--- config.mk ---
export PLATFORM = sky130hd
export DESIGN_NAME = fir_mac_scheduler
export DESIGN_NICKNAME = d
export VERILOG_FILES = /design/src/rtl/fir_pkg.sv /design/src/rtl/fir_hist_buf.sv /design/src/rtl/fir_mac_scheduler.sv
export SDC_FILE = /design/constraint.sdc
export NUM_CORES = 1
export LEC_CHECK = 0
export BUFFER_PORTS_ARGS = -buffer_cell sky130_fd_sc_hd__buf_2
export CAP_MARGIN = 15
export CORE_MARGIN = 2
export CORE_UTILIZATION = 68
export DETAILED_ROUTE_END_ITERATION = 10
export GPL_ROUTABILITY_DRIVEN = 0
export PLACE_DENSITY = 0.86
export SETUP_SLACK_MARGIN = 0.02
export SYNTH_ARGS = -nofsm -noshare
export SYNTH_HDL_FRONTEND = slang
export SYNTH_SLANG_ARGS = --single-unit
--- constraint.sdc ---
create_clock -name CLK_Filter -period 19.77 [get_ports CLK_Filter]
set_input_delay 3.954 -clock CLK_Filter [delete_from_list [all_inputs] [get_ports CLK_Filter]]
set_output_delay 3.954 -clock CLK_Filter [all_outputs]
set_load 0.02 [all_outputs]
--- src/rtl/fir_pkg.sv ---
// Shared definitions for the time-multiplexed RED/IR FIR engine.
// Holds the default widths, the symmetric coefficient half-set, the FSM
// state enum and the channel-select enum used by fir_mac_scheduler and
// fir_hist_buf.
package fir_pkg;

  localparam int unsigned TAPS  = 21;
  localparam int unsigned DW    = 8;
  localparam int unsigned CW    = 8;
  localparam int unsigned OW    = 20;
  localparam int unsigned NPAIR = TAPS / 2 + 1;
  localparam int unsigned KW    = 4;

  // c[0..10]; c[10] is the centre tap, applied to 2*h[10] to keep existing gain.
  localparam logic [CW-1:0] COEF [NPAIR] = '{
    8'd2, 8'd10, 8'd16, 8'd28, 8'd43, 8'd60,
    8'd78, 8'd95, 8'd111, 8'd122, 8'd128
  };

  typedef enum logic [1:0] {
    ST_IDLE,
    ST_MAC,
    ST_OUT
  } fir_state_t;

  typedef enum logic {
    CH_RED,
    CH_IR
  } fir_ch_t;

  // Coefficient lookup; indices past the last pair return zero.
  function automatic logic [CW-1:0] coef_at(input logic [KW-1:0] k);
    logic [CW-1:0] c;
    c = '0;
    for (int unsigned i = 0; i < NPAIR; i++) begin
      if (32'(k) == i) c = COEF[i];
    end
    return c;
  endfunction

endpackage

--- src/rtl/fir_hist_buf.sv ---
// Per-channel sample store for the FIR engine.
// Latches incoming samples into a pending register (with pend flag and
// sticky overrun flag) and shifts the granted sample into a TAPS-deep
// history. Presents the symmetric pre-add h[k] + h[TAPS-1-k] for index k.
//   CLK_Filter  : clock, rising edge
//   rst         : synchronous active-high reset
//   sample_vld  : one-cycle strobe qualifying sample
//   sample      : ADC value
//   grant       : shift pending value into history and clear pend
//   k           : pre-add pair index (0..TAPS/2)
//   pend        : a sample is waiting for a grant
//   overrun     : sticky, a pending sample was overwritten before grant
//   preadd      : DW+1 bit unsigned pre-add for pair k
module fir_hist_buf
  import fir_pkg::*;
#(
  parameter int unsigned TAPS = fir_pkg::TAPS,
  parameter int unsigned DW   = fir_pkg::DW
) (
  input  logic          CLK_Filter,
  input  logic          rst,
  input  logic          sample_vld,
  input  logic [DW-1:0] sample,
  input  logic          grant,
  input  logic [KW-1:0] k,
  output logic          pend,
  output logic          overrun,
  output logic [DW:0]   preadd
);

  logic [DW-1:0] pend_sample;
  logic [DW-1:0] hist [TAPS];
  logic [DW-1:0] lo;
  logic [DW-1:0] hi;

  always_ff @(posedge CLK_Filter) begin
    if (rst) begin
      pend_sample <= '0;
      pend        <= 1'b0;
      overrun     <= 1'b0;
      for (int unsigned i = 0; i < TAPS; i++) hist[i] <= '0;
    end else begin
      // The grant consumes the value latched before this edge, so a
      // coincident strobe refills pend without counting as an overrun.
      if (grant) begin
        hist[0] <= pend_sample;
        for (int unsigned i = 1; i < TAPS; i++) hist[i] <= hist[i-1];
      end
      if (sample_vld) begin
        pend_sample <= sample;
        pend        <= 1'b1;
        if (pend && !grant) overrun <= 1'b1;
      end else if (grant) begin
        pend <= 1'b0;
      end
    end
  end

  always_comb begin
    lo = '0;
    hi = '0;
    for (int unsigned i = 0; i < TAPS; i++) begin
      if (i == 32'(k))            lo = hist[i];
      if (TAPS - 1 - i == 32'(k)) hi = hist[i];
    end
    preadd = {1'b0, lo} + {1'b0, hi};
  end

endmodule

--- src/rtl/fir_mac_scheduler.sv ---
// Time-multiplexed FIR engine controller for the RED and IR channels.
// Two history buffers share one multiplier/accumulator, sequenced over the
// symmetric coefficient pairs; each accepted sample yields one filtered
// result with a one-cycle valid pulse.
//   CLK_Filter                : clock, rising edge
//   rst                       : synchronous active-high reset
//   red_sample_vld/red_sample : RED sample strobe and value
//   ir_sample_vld/ir_sample   : IR sample strobe and value
//   out_red/out_red_vld       : last RED result (held) and update pulse
//   out_ir/out_ir_vld         : last IR result (held) and update pulse
//   busy                      : high while in MAC or OUT
//   overrun_red/overrun_ir    : sticky pending-overwrite flags
module fir_mac_scheduler
  import fir_pkg::*;
#(
  parameter int unsigned TAPS = fir_pkg::TAPS,
  parameter int unsigned DW   = fir_pkg::DW,
  parameter int unsigned CW   = fir_pkg::CW,
  parameter int unsigned OW   = fir_pkg::OW
) (
  input  logic          CLK_Filter,
  input  logic          rst,
  input  logic          red_sample_vld,
  input  logic [DW-1:0] red_sample,
  input  logic          ir_sample_vld,
  input  logic [DW-1:0] ir_sample,
  output logic [OW-1:0] out_red,
  output logic          out_red_vld,
  output logic [OW-1:0] out_ir,
  output logic          out_ir_vld,
  output logic          busy,
  output logic          overrun_red,
  output logic          overrun_ir
);

  localparam int unsigned PW = CW + DW + 1;

  fir_state_t     st;
  fir_ch_t        gch;
  fir_ch_t        last_grant;
  logic [OW-1:0]  acc;
  logic [KW-1:0]  k;

  logic           pend_red;
  logic           pend_ir;
  logic [DW:0]    preadd_red;
  logic [DW:0]    preadd_ir;
  logic [DW:0]    preadd_sel;
  logic [PW-1:0]  prod;
  logic           grant_any;
  logic           pick_red;
  logic           grant_red;
  logic           grant_ir;

  fir_hist_buf #(
    .TAPS (TAPS),
    .DW   (DW)
  ) u_hist_red (
    .CLK_Filter (CLK_Filter),
    .rst        (rst),
    .sample_vld (red_sample_vld),
    .sample     (red_sample),
    .grant      (grant_red),
    .k          (k),
    .pend       (pend_red),
    .overrun    (overrun_red),
    .preadd     (preadd_red)
  );

  fir_hist_buf #(
    .TAPS (TAPS),
    .DW   (DW)
  ) u_hist_ir (
    .CLK_Filter (CLK_Filter),
    .rst        (rst),
    .sample_vld (ir_sample_vld),
    .sample     (ir_sample),
    .grant      (grant_ir),
    .k          (k),
    .pend       (pend_ir),
    .overrun    (overrun_ir),
    .preadd     (preadd_ir)
  );

  // Grants are issued from IDLE and from OUT, so back-to-back results
  // need no extra idle cycle. Ties go to the channel not served last.
  always_comb begin
    pick_red   = pend_red && (!pend_ir || (last_grant == CH_IR));
    grant_any  = ((st == ST_IDLE) || (st == ST_OUT)) && (pend_red || pend_ir);
    grant_red  = grant_any && pick_red;
    grant_ir   = grant_any && !pick_red;
    preadd_sel = (gch == CH_RED) ? preadd_red : preadd_ir;
    prod       = PW'(coef_at(k)) * PW'(preadd_sel);
  end

  always_ff @(posedge CLK_Filter) begin
    if (rst) begin
      st          <= ST_IDLE;
      gch         <= CH_RED;
      last_grant  <= CH_IR;
      acc         <= '0;
      k           <= '0;
      out_red     <= '0;
      out_ir      <= '0;
      out_red_vld <= 1'b0;
      out_ir_vld  <= 1'b0;
      busy        <= 1'b0;
    end else begin
      out_red_vld <= 1'b0;
      out_ir_vld  <= 1'b0;

      case (st)
        ST_IDLE: begin
          busy <= 1'b0;
        end
        ST_MAC: begin
          acc <= acc + OW'(prod);
          k   <= k + 1'b1;
          if (k == KW'(NPAIR - 1)) st <= ST_OUT;
        end
        ST_OUT: begin
          if (gch == CH_RED) begin
            out_red     <= acc;
            out_red_vld <= 1'b1;
          end else begin
            out_ir      <= acc;
            out_ir_vld  <= 1'b1;
          end
          st   <= ST_IDLE;
          busy <= 1'b0;
        end
        default: begin
          st   <= ST_IDLE;
          busy <= 1'b0;
        end
      endcase

      // Shared grant path for IDLE and OUT; overrides the OUT->IDLE move.
      if (grant_any) begin
        gch        <= grant_red ? CH_RED : CH_IR;
        last_grant <= grant_red ? CH_RED : CH_IR;
        acc        <= '0;
        k          <= '0;
        st         <= ST_MAC;
        busy       <= 1'b1;
      end
    end
  end

endmodule

==> results.toml <==
[synth]
synthArstFlopShare = 0
ys.flop_type = "edfxtp_1"
synth_nets = 2615
synth_top_family_by_area = "simple AND/OR/NAND/NOR gates"
syn_area_mm2 = 0.0247
synthDistinctLibCells = 84
yosys_warnings = 0
synth_compound_area_frac = 0.162
synth-simple-area-share = 0.198
yosys.area_share.adder = 0.0788
synth_edf_count = 336
yosysSeqAreaShare = 0.483
syn_inst = 2475
synth_xor_area_frac = 0.00710
avgSynthCellArea_um2 = 9.97
synth_seq_cells = 427
synth.area.mux_share = 0.0156

[critical_path]
cp_data_arrival_time_ns = 10.45
required_ns = 20.25
cp-start-kind = "flip-flop"
crit_family = "adder cells"
worst_path_largest_cell_delay_ns = 0.78
path_class = "reg -> reg"
slowest_stage = "nand2_1"
endpoint_kind = "flip-flop"
critPathBufInv = 5
crit_top_cell = "fa_1"
path_max_fanout = 85

[flow_run]
cap_violations = 0

[power]
p_int_mw = 1.62
swShare = 0.289
comb_power_share = 0.173
clockPowerShare = 0.354
seq_power_share = 0.473
power_density_mw_per_mm2 = 86.5
leakage_nw = 10.3
switchingPower_mw = 0.658
ir_drop_mv = 0.0698

[clocking]
cts_hold_buf = 0
path_clk_slew_ns = 0.06
cts_buffers = 44
post_cts_buffers = 0
clkSinkCount = 427
ctsResizeCount = 0
cts_tree = "yes"
clockBufferDepth = 3
root_buffer = "clkbuf_16"
clkLatencyLatePin_ns = 0.59
htree_levels = 2

[run_status]
status = "complete, no violations"

[drt]
num_vias = 19823
drt_drc_violations_left = 0
dr.pass1.iters = 7
vias_per_cell = 6.77
wirelength_mm = 65.6
wl_per_cell_um = 22.4
ant_nets = 0
drt_iter0_markers = 2982

[timing]
period_share = 0.504
drv_slew = 0
max_freq_mhz = 100
worst_slew_pin_slew_ns = 1.20
finalHoldViolCount = 0
fin_skew_ns = 0.0175
fin_setup_tns_ns = 0
slew_headroom = 0.202
setup_violations = 0
grt_setup_unrepaired = "no"
finalCriticalPeriod_ns = 9.96

[layout]
fin_cells = 2930
drive_gt1_frac = 0.0770
final_common_cell = "edfxtp_1"
multi_input_comb_area_mm2 = 0.0115
antenna_cells = 0
final_nets = 2576
regArea_mm2 = 0.0119
final_cell_mix = "edfxtp_1 (336), and2_1 (271), a21oi_1 (212)"
syn_to_final_growth_pct = 6.85
n_fill_cell = 2424

[floorplan]
die_area_mm2 = 0.0378
die_y_um = 195
fp.coreArea_mm2 = 0.0357
die_w_um = 195
fp-row-count = 69
io_pins = 65
start_util = 0.692

[place]
io_buffers = 64
dpl.hpwl_mm = 42.5
dp.cells = 2850

[global_routing]
grt_pass1_wl_mm = 104
grt_max_degree = 134
grt_pass1_vias = 19224
antenna_found_initial = 0
grtUsageTotal = 0.347
grt_overflow = 0

[hold_path]
hold_path.class = "reg -> reg"
==> cell usage after synthesis (all sizes together) (11+ instances only) <==
cell | instances | share of area
xnor2 | 13 | 0.0046
inv | 146 | 0.022
a21oi | 212 | 0.043
nor2 | 174 | 0.027
ha | 61 | 0.031
nand3 | 34 | 0.0069
a221o | 24 | 0.0097
a21o | 18 | 0.0055
o21ai | 112 | 0.023
edfxtp | 336 | 0.41
nand2b | 40 | 0.010
a22o | 17 | 0.0060
fa | 59 | 0.048
a211oi | 13 | 0.0042
nand2 | 212 | 0.033
or3 | 13 | 0.0033
o22ai | 48 | 0.012
a31oi | 40 | 0.010
and2 | 272 | 0.069
nand3b | 11 | 0.0039
nor3b | 11 | 0.0038
o221ai | 26 | 0.0095
dfxtp | 91 | 0.074
nor2b | 72 | 0.018
buf | 85 | 0.019
mux2i | 37 | 0.015
clkbuf | 88 | 0.014
nor3 | 44 | 0.0093
a221oi | 30 | 0.011
o311ai | 13 | 0.0046
==> path summary, 6_finish.rpt <==
path	from	to	slack (ns)	depth (start not counted)
worst max-delay path	k[1]	acc[18]	9.81	30
worst min-delay path	out_red[10]	out_red[10]	0.46	2
worst max register to register	k[1]	acc[18]	9.81	30
worst min register to register	out_red[10]	out_red[10]	0.46	2
==> layout make-up <==
type | instances | share of cell area
repair buffers | 88 | 0.0192
flip-flops and latches | 427 | 0.452
clock inverters | 19 | 0.00636
inverters | 146 | 0.0208
well taps | 461 | 0.0219
multi-input cells | 1729 | 0.435
clock buffers | 60 | 0.0452
==> state kept, by name, summed over array words and instances, names as in the netlist, 2 cells and up <==
register	cells
u_hist_ir.hist	168
u_hist_red.hist	168
acc	20
out_ir	20
out_red	20
u_hist_ir.pend_sample	8
u_hist_red.pend_sample	8
k	4
st	2
==> worst reg2reg max path: cells and delay by family (launching register included) <==
| kind | cells | cell delay (ns) |
|---|---|---|
| adders and majority gates | 8 | 3.29 |
| and+or+nand+nor | 8 | 2.89 |
| buffers and inverters | 5 | 1.66 |
| AOI/OAI and AO/OA | 8 | 1.42 |
| DFF | 1 | 0.37 |
| muxes | 1 | 0.21 |
==> kinds of logic after synthesis <==
| logic type | count (synthesis) |
|---|---|
| fa+ha+maj | 120 |
| mux | 38 |
| simple gates | 929 |
| compound gates | 622 |
| xor+xnor | 20 |
| flops | 427 |
| buf+inv | 319 |
==> routing by layer <==
layer / track usage / routed length, um / up-vias
met5: 0 / 0 / -
met3: 0.0706 / 7580 / 296
met4: 0.182 / 3720 / 0
met2: 0.534 / 29700 / 1460
li1: - / - / 8722
met1: 0.469 / 24600 / 9345
==> power by group through the flow <==
stage	Sequential (mW)	Clock [mW]	Combinational, mW
global route	1.08	0.842	0.433
detailed placement	1.09	0	0.380
floorplan	1.08	0	0.284
global placement	1.09	0	0.364
CTS	1.08	0.808	0.386
finish	1.08	0.807	0.395
==> per-stage QoR <==
step                      power, mW  worst slack [ns]  hold slack, ns  area, um^2  utilization
after CTS                      2.27             10.06           0.455       26400        0.739
after detailed placement       1.47             10.11           0.446       25000        0.701
after floorplan                1.37             10.66           0.452       24700            -
after global routing           2.36              9.37           0.470       26400        0.740
after global placement         1.46             10.39           0.441       25000        0.701
final                          2.28              9.81           0.456       26400        0.740
No activity file was read; power rests on OpenSTA's default activity.
